## src/rtl/router_pkt_tx.sv

```systemverilog
// Packet source for one router input port: buffers a payload from the host, then sends
// header, payload and parity under router busy flow control and reports the router's verdict.
module router_pkt_tx #(
  parameter int IFG     = 2,
  parameter int ERR_WIN = 3
) (
  input  logic        clock,
  input  logic        resetn,
  input  logic        start,
  input  logic [1:0]  dest_addr,
  input  logic [5:0]  payload_len,
  input  logic [7:0]  wr_data,
  input  logic        wr_valid,
  output logic        wr_ready,
  input  logic        corrupt_parity,
  input  logic        busy,
  input  logic        error,
  output logic [7:0]  pkt_data,
  output logic        pkt_valid,
  output logic        tx_active,
  output logic        tx_done,
  output logic        tx_err,
  output logic [15:0] pkt_cnt
);

  typedef enum logic [2:0] {S_IDLE, S_LOAD, S_HDR, S_PLD, S_PAR, S_CHK, S_GAP} state_t;

  localparam int GW = (IFG > 1) ? $clog2(IFG) : 1;
  localparam int WW = (ERR_WIN > 1) ? $clog2(ERR_WIN) : 1;
  localparam logic [GW-1:0] GAP_LAST = GW'(IFG - 1);
  localparam logic [WW-1:0] WIN_LAST = WW'(ERR_WIN - 1);

  state_t          state_q, state_n;
  logic [1:0]      addr_q;
  logic [5:0]      len_q;
  logic            corrupt_q;
  logic [7:0]      acc_q;
  logic [5:0]      wr_idx_q;
  logic [5:0]      rd_idx_q;
  logic [WW-1:0]   win_q;
  logic [GW-1:0]   gap_q;
  logic            err_q;
  logic [7:0]      buf_mem [0:63];

  logic start_legal, load_last, pld_last, win_last, gap_last, chk_err;

  assign start_legal = start && (dest_addr != 2'd3) && (payload_len != 6'd0);
  assign load_last   = wr_valid && (wr_idx_q == len_q - 6'd1);
  assign pld_last    = (rd_idx_q == len_q);
  assign win_last    = (win_q == WIN_LAST);
  assign gap_last    = (gap_q == GAP_LAST);
  assign chk_err     = err_q | error;
  assign wr_ready    = (state_q == S_LOAD);

  always_ff @(posedge clock) begin
    if (!resetn) state_q <= S_IDLE;
    else         state_q <= state_n;
  end

  // NOTE: state_n is defaulted before the case so no path leaves it unassigned (no latch).
  always_comb begin
    state_n = state_q;
    unique case (state_q)
      S_IDLE: if (start_legal) state_n = S_LOAD;
      S_LOAD: if (load_last)   state_n = S_HDR;
      S_HDR:  if (!busy)       state_n = S_PLD;
      S_PLD:  if (!busy && pld_last) state_n = S_PAR;
      S_PAR:  if (!busy)       state_n = S_CHK;
      S_CHK:  if (win_last)    state_n = (IFG == 0) ? S_IDLE : S_GAP;
      S_GAP:  if (gap_last)    state_n = S_IDLE;
      default:                 state_n = S_IDLE;
    endcase
  end

  // NOTE: payload storage carries no reset; every byte is written in LOAD before it is read.
  always_ff @(posedge clock) begin
    if (state_q == S_LOAD && wr_valid) buf_mem[wr_idx_q] <= wr_data;
  end

  // NOTE: all state here updates with <= so every branch sees pre-edge values.
  always_ff @(posedge clock) begin
    if (!resetn) begin
      pkt_data  <= 8'd0;
      pkt_valid <= 1'b0;
      tx_active <= 1'b0;
      tx_done   <= 1'b0;
      tx_err    <= 1'b0;
      pkt_cnt   <= 16'd0;
      addr_q    <= 2'd0;
      len_q     <= 6'd0;
      corrupt_q <= 1'b0;
      acc_q     <= 8'd0;
      wr_idx_q  <= 6'd0;
      rd_idx_q  <= 6'd0;
      win_q     <= '0;
      gap_q     <= '0;
      err_q     <= 1'b0;
    end else begin
      tx_done   <= 1'b0;
      tx_active <= (state_n != S_IDLE);
      unique case (state_q)
        S_IDLE: begin
          if (start_legal) begin
            addr_q    <= dest_addr;
            len_q     <= payload_len;
            corrupt_q <= corrupt_parity;
            tx_err    <= 1'b0;
            acc_q     <= {payload_len, dest_addr};
            wr_idx_q  <= 6'd0;
          end else if (start) begin
            tx_done <= 1'b1;
            tx_err  <= 1'b1;
          end
        end
        S_LOAD: begin
          if (wr_valid) begin
            acc_q    <= acc_q ^ wr_data;
            wr_idx_q <= wr_idx_q + 6'd1;
            if (load_last) begin
              pkt_data  <= {len_q, addr_q};
              pkt_valid <= 1'b1;
            end
          end
        end
        S_HDR: begin
          if (!busy) begin
            pkt_data <= buf_mem[0];
            rd_idx_q <= 6'd1;
          end
        end
        S_PLD: begin
          if (!busy) begin
            if (pld_last) begin
              pkt_data  <= corrupt_q ? ~acc_q : acc_q;
              pkt_valid <= 1'b0;
            end else begin
              pkt_data <= buf_mem[rd_idx_q];
              rd_idx_q <= rd_idx_q + 6'd1;
            end
          end
        end
        S_PAR: begin
          if (!busy) begin
            pkt_data <= 8'd0;
            win_q    <= '0;
            err_q    <= 1'b0;
          end
        end
        S_CHK: begin
          err_q <= chk_err;
          win_q <= win_q + 1'b1;
          if (win_last) begin
            tx_done <= 1'b1;
            tx_err  <= chk_err;
            if (!chk_err) pkt_cnt <= pkt_cnt + 16'd1;
            gap_q <= '0;
          end
        end
        S_GAP: gap_q <= gap_q + 1'b1;
        default: ;
      endcase
    end
  end

endmodule
```

## config.mk

```make
export PLATFORM = sky130hd
export DESIGN_NAME = router_pkt_tx
export DESIGN_NICKNAME = d
export VERILOG_FILES = /design/src/rtl/router_pkt_tx.sv
export SDC_FILE = /design/constraint.sdc
export NUM_CORES = 1
export LEC_CHECK = 0
export CORE_UTILIZATION = 62
export DETAILED_ROUTE_END_ITERATION = 10
export HOLD_SLACK_MARGIN = 0.03
export PLACE_DENSITY = 0.8
export SETUP_SLACK_MARGIN = 0.4
export SYNTH_ARGS = -nofsm -noshare
export SYNTH_HDL_FRONTEND = slang
export SYNTH_SLANG_ARGS = --single-unit
```

## constraint.sdc

```tcl
create_clock -name clock -period 3 [get_ports clock]
set_clock_uncertainty 0.2 [all_clocks]
set_input_delay 0.9 -clock clock [delete_from_list [all_inputs] [get_ports clock]]
set_output_delay 0.9 -clock clock [all_outputs]
set_load 0.02 [all_outputs]
```

Word-level counts from Yosys, hierarchy flattened --
Memory sizes are Yosys's and may differ from the RTL's. A register that Yosys moved wholly into a read port is not among the register bits. Cells that the tools add are included.
Storage, ports and cells: bits in registers 64, bits in latches 0, memory bits (writable) 512, ROM bits 0, bits of input ports 23, output and inout port bits 29, word-level logic and storage cells 121, memories 1
Cells by class: add/subtract/negate cells 6, multiply operators 0, div/mod/pow operators 0, magnitude comparators 0, eq/ne operators 20, shift-type cells 0, mux-type cells 49, bitwise gates (word level) 4, reduce and logical (&&, ||, !) cells 25
Memory list:
- buf_mem | words 64, width 8, rd ports 2, clocked after memory_dff 1, write ports 1, line 43 | logic [7:0] buf_mem [0:63];
Operator list (count):
- $mux W8 | 9
- $mux W6 | 7
- $pmux W8 S4 | 1
- $pmux W6 S2 | 2
- $mux W3 | 7
- $pmux W3 S7 | 1
- $ne A2 B2 Y1 const B | 9
- $add A16 B1 Y16 const B | 1
- $pmux W8 S2 | 1
- $mux W1 | 14
- $add A6 B1 Y6 const B | 2
- $eq A6 B6 Y1 | 2
- $reduce_bool A2 Y1 | 6
- $pmux W1 S2 | 5
- $eq A3 B3 Y1 const B | 3
- $reduce_and A3 Y1 | 3
- $not A8 Y8 | 1
- $xor A8 B8 Y8 | 1
- $eq A3 B2 Y1 const B | 2
- $reduce_and A2 Y1 | 3
- $reduce_and A6 Y1 | 1
- $reduce_bool A6 Y1 | 1
- $sub A6 B1 Y6 const B | 1
- $logic_and A1 B1 Y1 | 5
- 16 further kinds | 16

Logic depth before layout (Yosys ltp) --
Gate-level depths: netlist (run 1).
word-level depth 6, mapped depth 10, gate-level depth less buffers 8

Least setup slack after synthesis (run 1) --
OpenSTA, ideal clock, no wires.
kind in2reg, start input payload_len[5], end register corrupt_q, library setup time 128 ps, arrival time 2413 ps, required time 2672 ps, path slack 259 ps, stages on the path 6, path buffers 1, cells stage by stage or4_1 o31ai_1 nand3b_1 buf_2 mux2i_1 nor2_1
Between the ends: longest elaborated chain between the ends 3
RTL lines:
- start: declaration | line 11 | input logic [5:0] payload_len,
- $reduce_bool A6 Y1 | line 47 | assign start_legal = start && (dest_addr != 2'd3) && (payload_len != 6'd0);
- $logic_and A1 B1 Y1 | line 47
- $reduce_and A2 Y1 (no line)
- end signal: assignment | line 106 | corrupt_q <= corrupt_parity;
- end: declaration | line 36 | logic corrupt_q;
Every way passes these cells. A chain may end at the register's enable or synchronous reset.

==> flow_summary.json, run 1 <==
{
  "outcome": "completed",
  "seqCellArea_mm2": 0.01679,
  "dieArea_mm2": 0.03878,
  "synth_ff_type": "edfxtp_1",
  "pre_cts_ws_ns": -0.1590,
  "setup_tns_ns": 0,
  "powerDensity_mw_per_mm2": 589.8,
  "worst_slew_margin_rel": 0.4442,
  "setup_violations": 0,
  "rsz0062_at_grt": "yes",
  "cts.path.max_buffers": 3,
  "syn_avg_cell_area_um2": 17.22,
  "route.met3.wl_um": 5901,
  "area_growth_pct": 18.87,
  "boundaryPins": 52,
  "drtAntennaViolNets": 0,
  "fin_util": 0.7470,
  "synthesis.area_mm2": 0.02356,
  "cts_sinks": 582,
  "critical_path_required_ns": 3.29,
  "via_per_inst": 6.610,
  "gp_congestion": 0.9641,
  "crit_chain": "buf_6 > buf_8 > mux4_2 > mux2_4 > a211oi_2 > buf_4 > o31ai_4 > a221oi_2 > o22ai_1",
  "grt_pass1_vias": 14010,
  "whs_endpoint": "win_q[0]$_SDFFE_PN0P_",
  "nNetsFinal": 1605,
  "post-route-period-util": 0.9167,
  "hp-class": "reg -> reg",
  "rows": 71,
  "layout_common_cells": "edfxtp_1 (512), buf_4 (158), nor2_1 (121), mux4_2 (120), dfxtp_1 (66)",
  "cp_max_fo": 6,
  "power_leakage_nw": 9.330,
  "grt_pass1_wl_um": 88670,
  "hold_viol": 0,
  "die_y_um": 196.9,
  "wl_met2_um": 29190,
  "synthCells": 1368,
  "peakVddDrop_v": 0.0005604,
  "hold_start": "win_q[0]$_SDFFE_PN0P_",
  "cts_buffers": 56,
  "hold_buffers": 0,
  "yosysWarnings": 0,
  "finalWorstSetupSlack_ns": 0.2499,
  "critPathLaunchType": "flip-flop",
  "p_total_w": 0.01652,
  "max_freq_ghz": 0.3636,
  "cts_tree": "done",
  "yosysUniqueCellTypes": 68,
  "cp.arrival_ns": 3.04,
  "r2r_cells": 9,
  "critical_path_class": "reg -> reg",
  "dr.pass1.iters": 7,
  "synth_edf_count": 512,
  "grt_overflow": 0,
  "postRouteWirelength_um": 59930,
  "start_util": 0.6284,
  "clk_pin_slew_worst_paths_ns": 0.06,
  "critPathSlowestCell": "mux4_2",
  "antenna_found_initial": 2,
  "drcViolationCount": 0,
  "hpwl_um": 35500,
  "drtIter0Drc": 1808,
  "slowest_delay_ns": 0.51,
  "endpoint_kind": "flip-flop",
  "port_buffers": 51,
  "wire_per_inst_um": 28.05,
  "synth-async-reset-ratio": 0,
  "vias": 14120,
  "final_common_cell": "edfxtp_1",
  "layout-drive-gt1-share": 0.2840,
  "yosysSeqAreaShare": 0.7121,
  "maxUsedRoutingLayer": "met4",
  "rrSetupSlack_ns": 0.25,
  "synth_fp_nets": 1396,
  "hold_depth": 2,
  "die_w_um": 196.9,
  "root_buffer": "clkbuf_16",
  "min_period_ns": 2.750,
  "met1Wirelength_um": 22000,
  "fp.coreArea_mm2": 0.03749,
  "synth-seq-cells": 582,
  "nFillCells": 2085,
  "slew_violations": 0,
  "whs_ns": 0.2668,
  "htree_levels": 2,
  "tightest_slew_ns": 0.8307,
  "grt_max_degree": 66,
  "r2r-end": "pkt_data[6]$_SDFFE_PN0P_",
  "multiInputGateArea_mm2": 0.006523,
  "grt_use_total": 0.3155,
  "maxCapViolations": 0,
  "clk_latency_ns": 0.62
}
[flip-flops by register name, indices dropped and copies added (netlist names), 2 cells and up, named ones only]
signal	count
buf_mem	512
pkt_cnt	16
pkt_data	8
rd_idx_q	6
len_q	6
win_q	2
acc_q	8
wr_idx_q	6
addr_q	2
state_q	3
[cells in the mapped netlist, drive strengths merged (26+ instances only)]
cell type / count / area (um^2)
edfxtp: 512 / 15370
nor2: 121 / 454.2
mux4: 120 / 2703
dfxtp: 70 / 1401
buf: 55 / 335.3
nand2: 51 / 191.4
a22oi: 45 / 337.8
mux2i: 43 / 430.4
nand3: 35 / 180.2
a21oi: 32 / 160.2
o21ai: 32 / 160.2
clkbuf: 29 / 110.1
xor2: 26 / 227.7
[final cells by class]
class | instances | share of cell area
Tap cell | 511 | 0.02283
Multi-Input combinational cell | 688 | 0.2329
Inverter | 14 | 0.001877
Clock buffer | 71 | 0.05241
Sequential cell | 582 | 0.5995
Timing Repair Buffer | 235 | 0.07810
Clock inverter | 33 | 0.01215
Antenna cell | 2 | 0.0001787
[per-stage QoR]
| stage | cells | instance area (um^2) |
|---|---|---|
| after floorplan | 1368 | 23570 |
| after global placement | 2009 | 25580 |
| after detailed placement | 2009 | 25580 |
| after CTS | 2127 | 27830 |
| after global routing | 2136 | 28000 |
| final | 2136 | 28000 |
[worst max path at each step]
stage                                      from                        to  slack (ns)  cells past startpoint
after floorplan           state_q[0]$_SDFF_PN0_  buf_mem[44][0]$_DFFE_PP_        0.40                      7
after global placement           payload_len[5]    corrupt_q$_SDFFE_PN0P_       -0.12                      8
after detailed placement         payload_len[0]     len_q[2]$_SDFFE_PN0P_       -0.16                      8
after CTS                             flip-flop  pkt_data[3]$_SDFFE_PN0P_        0.26                      8
after global routing                  flip-flop  pkt_data[6]$_SDFFE_PN0P_        0.19                      9
final                                 flip-flop  pkt_data[6]$_SDFFE_PN0P_        0.25                      9
[layer usage]
metal | vias to the layer above | track usage
met4 | 0 | 0.1332
met1 | 7131 | 0.4252
met5 | - | 0
met3 | 164 | 0.05869
li1 | 5862 | -
met2 | 963 | 0.5117
[worst max-delay path, delay by kind of cell (launching register included)]
family / cells / cell delay (ns)
multiplexers: 2 / 0.81
flip-flops: 1 / 0.44
AO/OA/AOI/OAI: 4 / 0.75
buffers and inverters: 3 / 0.41
[cells by family after synthesis]
| logic type | after synthesis | synth area share |
|---|---|---|
| DFF | 582 | 0.7121 |
| and+or+nand+nor | 294 | 0.05980 |
| AOI/OAI and AO/OA | 185 | 0.05550 |
| muxes | 168 | 0.1354 |
| buffers and inverters | 98 | 0.02114 |
| xor gates and xnor gates | 36 | 0.01338 |
| adders and majority gates | 5 | 0.002656 |
[power breakdown]
group / switching, W / internal [W]
clock: 0.00306 / 0.00399
sequential: 0.0000366 / 0.00883
combinational: 0.000388 / 0.000214
[repair_timing]
action,in CTS,in global routing
gates resized for setup,81,16
endpoints found under the setup margin,37,10
setup buffers,11,4
pin swaps,4,10
cloned,3,3
Power figures use the tool's default switching activity.
==> run 2, diff against run 1 <==
--- a/config.mk
+++ b/config.mk
@@ -5,6 +5,7 @@
 export SDC_FILE = /design/constraint.sdc
 export NUM_CORES = 1
 export LEC_CHECK = 0
+export ABC_CLOCK_PERIOD_IN_PS = 3000
 export CORE_UTILIZATION = 62
 export DETAILED_ROUTE_END_ITERATION = 10
 export HOLD_SLACK_MARGIN = 0.03
==> results of run 2 <==
The final DEF is identical to that of run 1; final timing and power are the same.
==> run 3, diff against run 2 <==
--- a/config.mk
+++ b/config.mk
@@ -7,9 +7,11 @@
 export LEC_CHECK = 0
 export ABC_CLOCK_PERIOD_IN_PS = 3000
 export CORE_UTILIZATION = 62
+export CTS_CLUSTER_DIAMETER = 100
 export DETAILED_ROUTE_END_ITERATION = 10
 export HOLD_SLACK_MARGIN = 0.03
 export PLACE_DENSITY = 0.8
+export REMOVE_ABC_BUFFERS = 1
 export SETUP_SLACK_MARGIN = 0.4
 export SYNTH_ARGS = -nofsm -noshare
 export SYNTH_HDL_FRONTEND = slang
==> run 3 against run 2 <==
  * Die area unchanged
  * Wire length up 3.7%
  * Worst setup slack better by 0.0072 ns
  * Cell area up 1.0%
  * Cell count up 1.6%
  * Sequential share of layout area down 0.59 points
  * Critical path depth up 1
  * Combinational power up 4.2%
  * Via count up 2.4%
  * Utilization up 0.76 points
  * Register-to-register slack about the same
  * Fmax up 0.26%
  * Critical path type unchanged
  * Critical endpoint is now pkt_data[2]$_SDFFE_PN0P_
==> flow_summary.json, run 3 (synthesis gave the netlist of run 1 again) <==
{
  "whs_ns": 0.2768,
  "critical_path_class": "reg -> reg",
  "fin_util": 0.7546,
  "dr.pass1.iters": 9,
  "final_common_cell": "edfxtp_1",
  "clk_latency_ns": 0.59,
  "peakVddDrop_v": 0.0004495,
  "pre_cts_ws_ns": -0.1115,
  "cts_tree": "done",
  "worst_slew_margin_rel": 0.4411,
  "start_util": 0.6284,
  "clk_pin_slew_worst_paths_ns": 0.06,
  "grt_pass1_vias": 14240,
  "layout-drive-gt1-share": 0.3034,
  "crit_chain": "buf_12 > buf_16 > buf_8 > mux4_2 > nor2b_4 > a2111oi_4 > buf_4 > o31ai_1 > a221oi_2 > o22ai_1",
  "critical_path_required_ns": 3.26,
  "top_regs": "buf_mem: 512 flops, pkt_cnt: 16 flops",
  "maxCapViolations": 0,
  "largest-register": "buf_mem",
  "slowest_delay_ns": 0.52,
  "cp.arrival_ns": 3.00,
  "postRouteWirelength_um": 62160,
  "cts.path.max_buffers": 3,
  "hold_buffers": 0,
  "drcViolationCount": 0,
  "path_buf_inv": 4,
  "critPathLaunchType": "flip-flop",
  "drtIter0Drc": 1918,
  "stdcell_area_mm2": 0.02829,
  "area_growth_pct": 20.09,
  "grt_use_total": 0.3125,
  "port_buffers": 51,
  "nNetsFinal": 1641,
  "grt_pass1_wl_um": 88240,
  "nFillCells": 1948,
  "cts_sinks": 582,
  "drtAntennaViolNets": 0,
  "cp_max_fo": 5,
  "p_total_w": 0.01613,
  "rsz0062_at_grt": "yes",
  "wire_per_inst_um": 28.64,
  "antenna_found_initial": 1,
  "htree_levels": 2,
  "grt_max_degree": 74,
  "endpoint_kind": "flip-flop",
  "die_y_um": 196.9,
  "swShare": 0.2085,
  "slew_violations": 0,
  "rows": 71,
  "dieArea_mm2": 0.03878,
  "layout_common_cells": "edfxtp_1 (512), buf_4 (188), nor2_1 (120), mux4_2 (120), dfxtp_1 (65)",
  "critPathSlowestCell": "mux4_2",
  "post-route-period-util": 0.9143,
  "die_w_um": 196.9,
  "seqPwrFrac": 0.549,
  "multiInputGateArea_mm2": 0.006640,
  "via_per_inst": 6.666,
  "cp_top_family": "compound AO/OA/AOI/OAI gates",
  "largest_reg_flops": 512,
  "fp.coreArea_mm2": 0.03749,
  "hp-class": "reg -> reg",
  "boundaryPins": 52,
  "outcome": "completed",
  "min_period_ns": 2.743,
  "hpwl_um": 35240,
  "finalWorstSetupSlack_ns": 0.2571,
  "power_leakage_nw": 9.536,
  "p_clk_frac": 0.412,
  "p_comb_frac": 0.039,
  "p_int_w": 0.01277,
  "rrSetupSlack_ns": 0.26,
  "setup_violations": 0,
  "grt_overflow": 0,
  "p_sw_w": 0.003364,
  "vias": 14470,
  "placed_cell_area_mm2": 0.02572,
  "tightest_slew_ns": 0.8367,
  "root_buffer": "clkbuf_16",
  "hold_viol": 0,
  "seqCellArea_mm2": 0.01679,
  "max_freq_ghz": 0.3646,
  "cts_buffers": 54,
  "powerDensity_mw_per_mm2": 570.3,
  "gp_congestion": 0.9032
}
[run 3: cell types whose count changed in the layout (fill, tap and decap cells not counted), sizes merged]
cell / change
dlymetal6s2s: +1
diode: -1
bufbuf: -2
buf: +40
dlygate4sd2: -1
clkinv: +1
bufinv: -2
inv: -1
clkinvlp: -1
[run 3: worst min-delay path: cells and delay by family, from the launching register on]
kind | cells | cell delay (ns)
flip-flops | 1 | 0.31
AND/OR/NAND/NOR | 1 | 0.06
AO/OA/AOI/OAI | 1 | 0.06
[run 3: metal layers]
metal / vias up / global-route usage / share of wire
met5: - / 0 / 0
met4: 0 / 0.1298 / 0.050
met3: 223 / 0.06263 / 0.11
met2: 1112 / 0.5040 / 0.48
met1: 7184 / 0.4213 / 0.35
li1: 5946 / - / -
[run 3: final timing paths]
| check | from | end | cells after the start |
|---|---|---|---|
| max | flip-flop | pkt_data[2]$_SDFFE_PN0P_ | 10 |
| min | win_q[0]$_SDFFE_PN0P_ | win_q[0]$_SDFFE_PN0P_ | 2 |
| max reg2reg | flip-flop | pkt_data[2]$_SDFFE_PN0P_ | 10 |
| min reg2reg | win_q[0]$_SDFFE_PN0P_ | win_q[0]$_SDFFE_PN0P_ | 2 |
[run 3: stage by stage]
step	instances	TNS [ns]
5_1_grt	2170	0
2_1_floorplan	1284	-22.10
3_5_place_dp	2022	-1.702
3_3_place_gp	2022	-1.236
4_1_cts	2139	0
6_report	2170	0
[run 3: power by group through the flow]
stage | Clock [W] | Combinational, W | Sequential (W)
2_1_floorplan | 0 | 0.000224 | 0.00904
3_3_place_gp | 0 | 0.000544 | 0.00903
3_5_place_dp | 0 | 0.000564 | 0.00903
4_1_cts | 0.00661 | 0.000583 | 0.00886
5_1_grt | 0.00698 | 0.000660 | 0.00886
6_report | 0.00665 | 0.000627 | 0.00886
[run 3: cell type report]
type,count,share of cell area
flip-flops and latches,582,0.5936
multi-input cells,688,0.2347
repair buffers,273,0.08731
clock buffers,71,0.05073
well taps,511,0.02260
clock inverters,30,0.009111
inverters,14,0.001858
diodes,1,0.00008846
[run 3: what timing repair did]
item,in CTS,in global routing
pin swaps,6,17
gates cloned,1,3
gates resized for setup,78,46
endpoints found under the hold margin,0,0
endpoints found under the setup margin,36,28
setup buffers,15,27
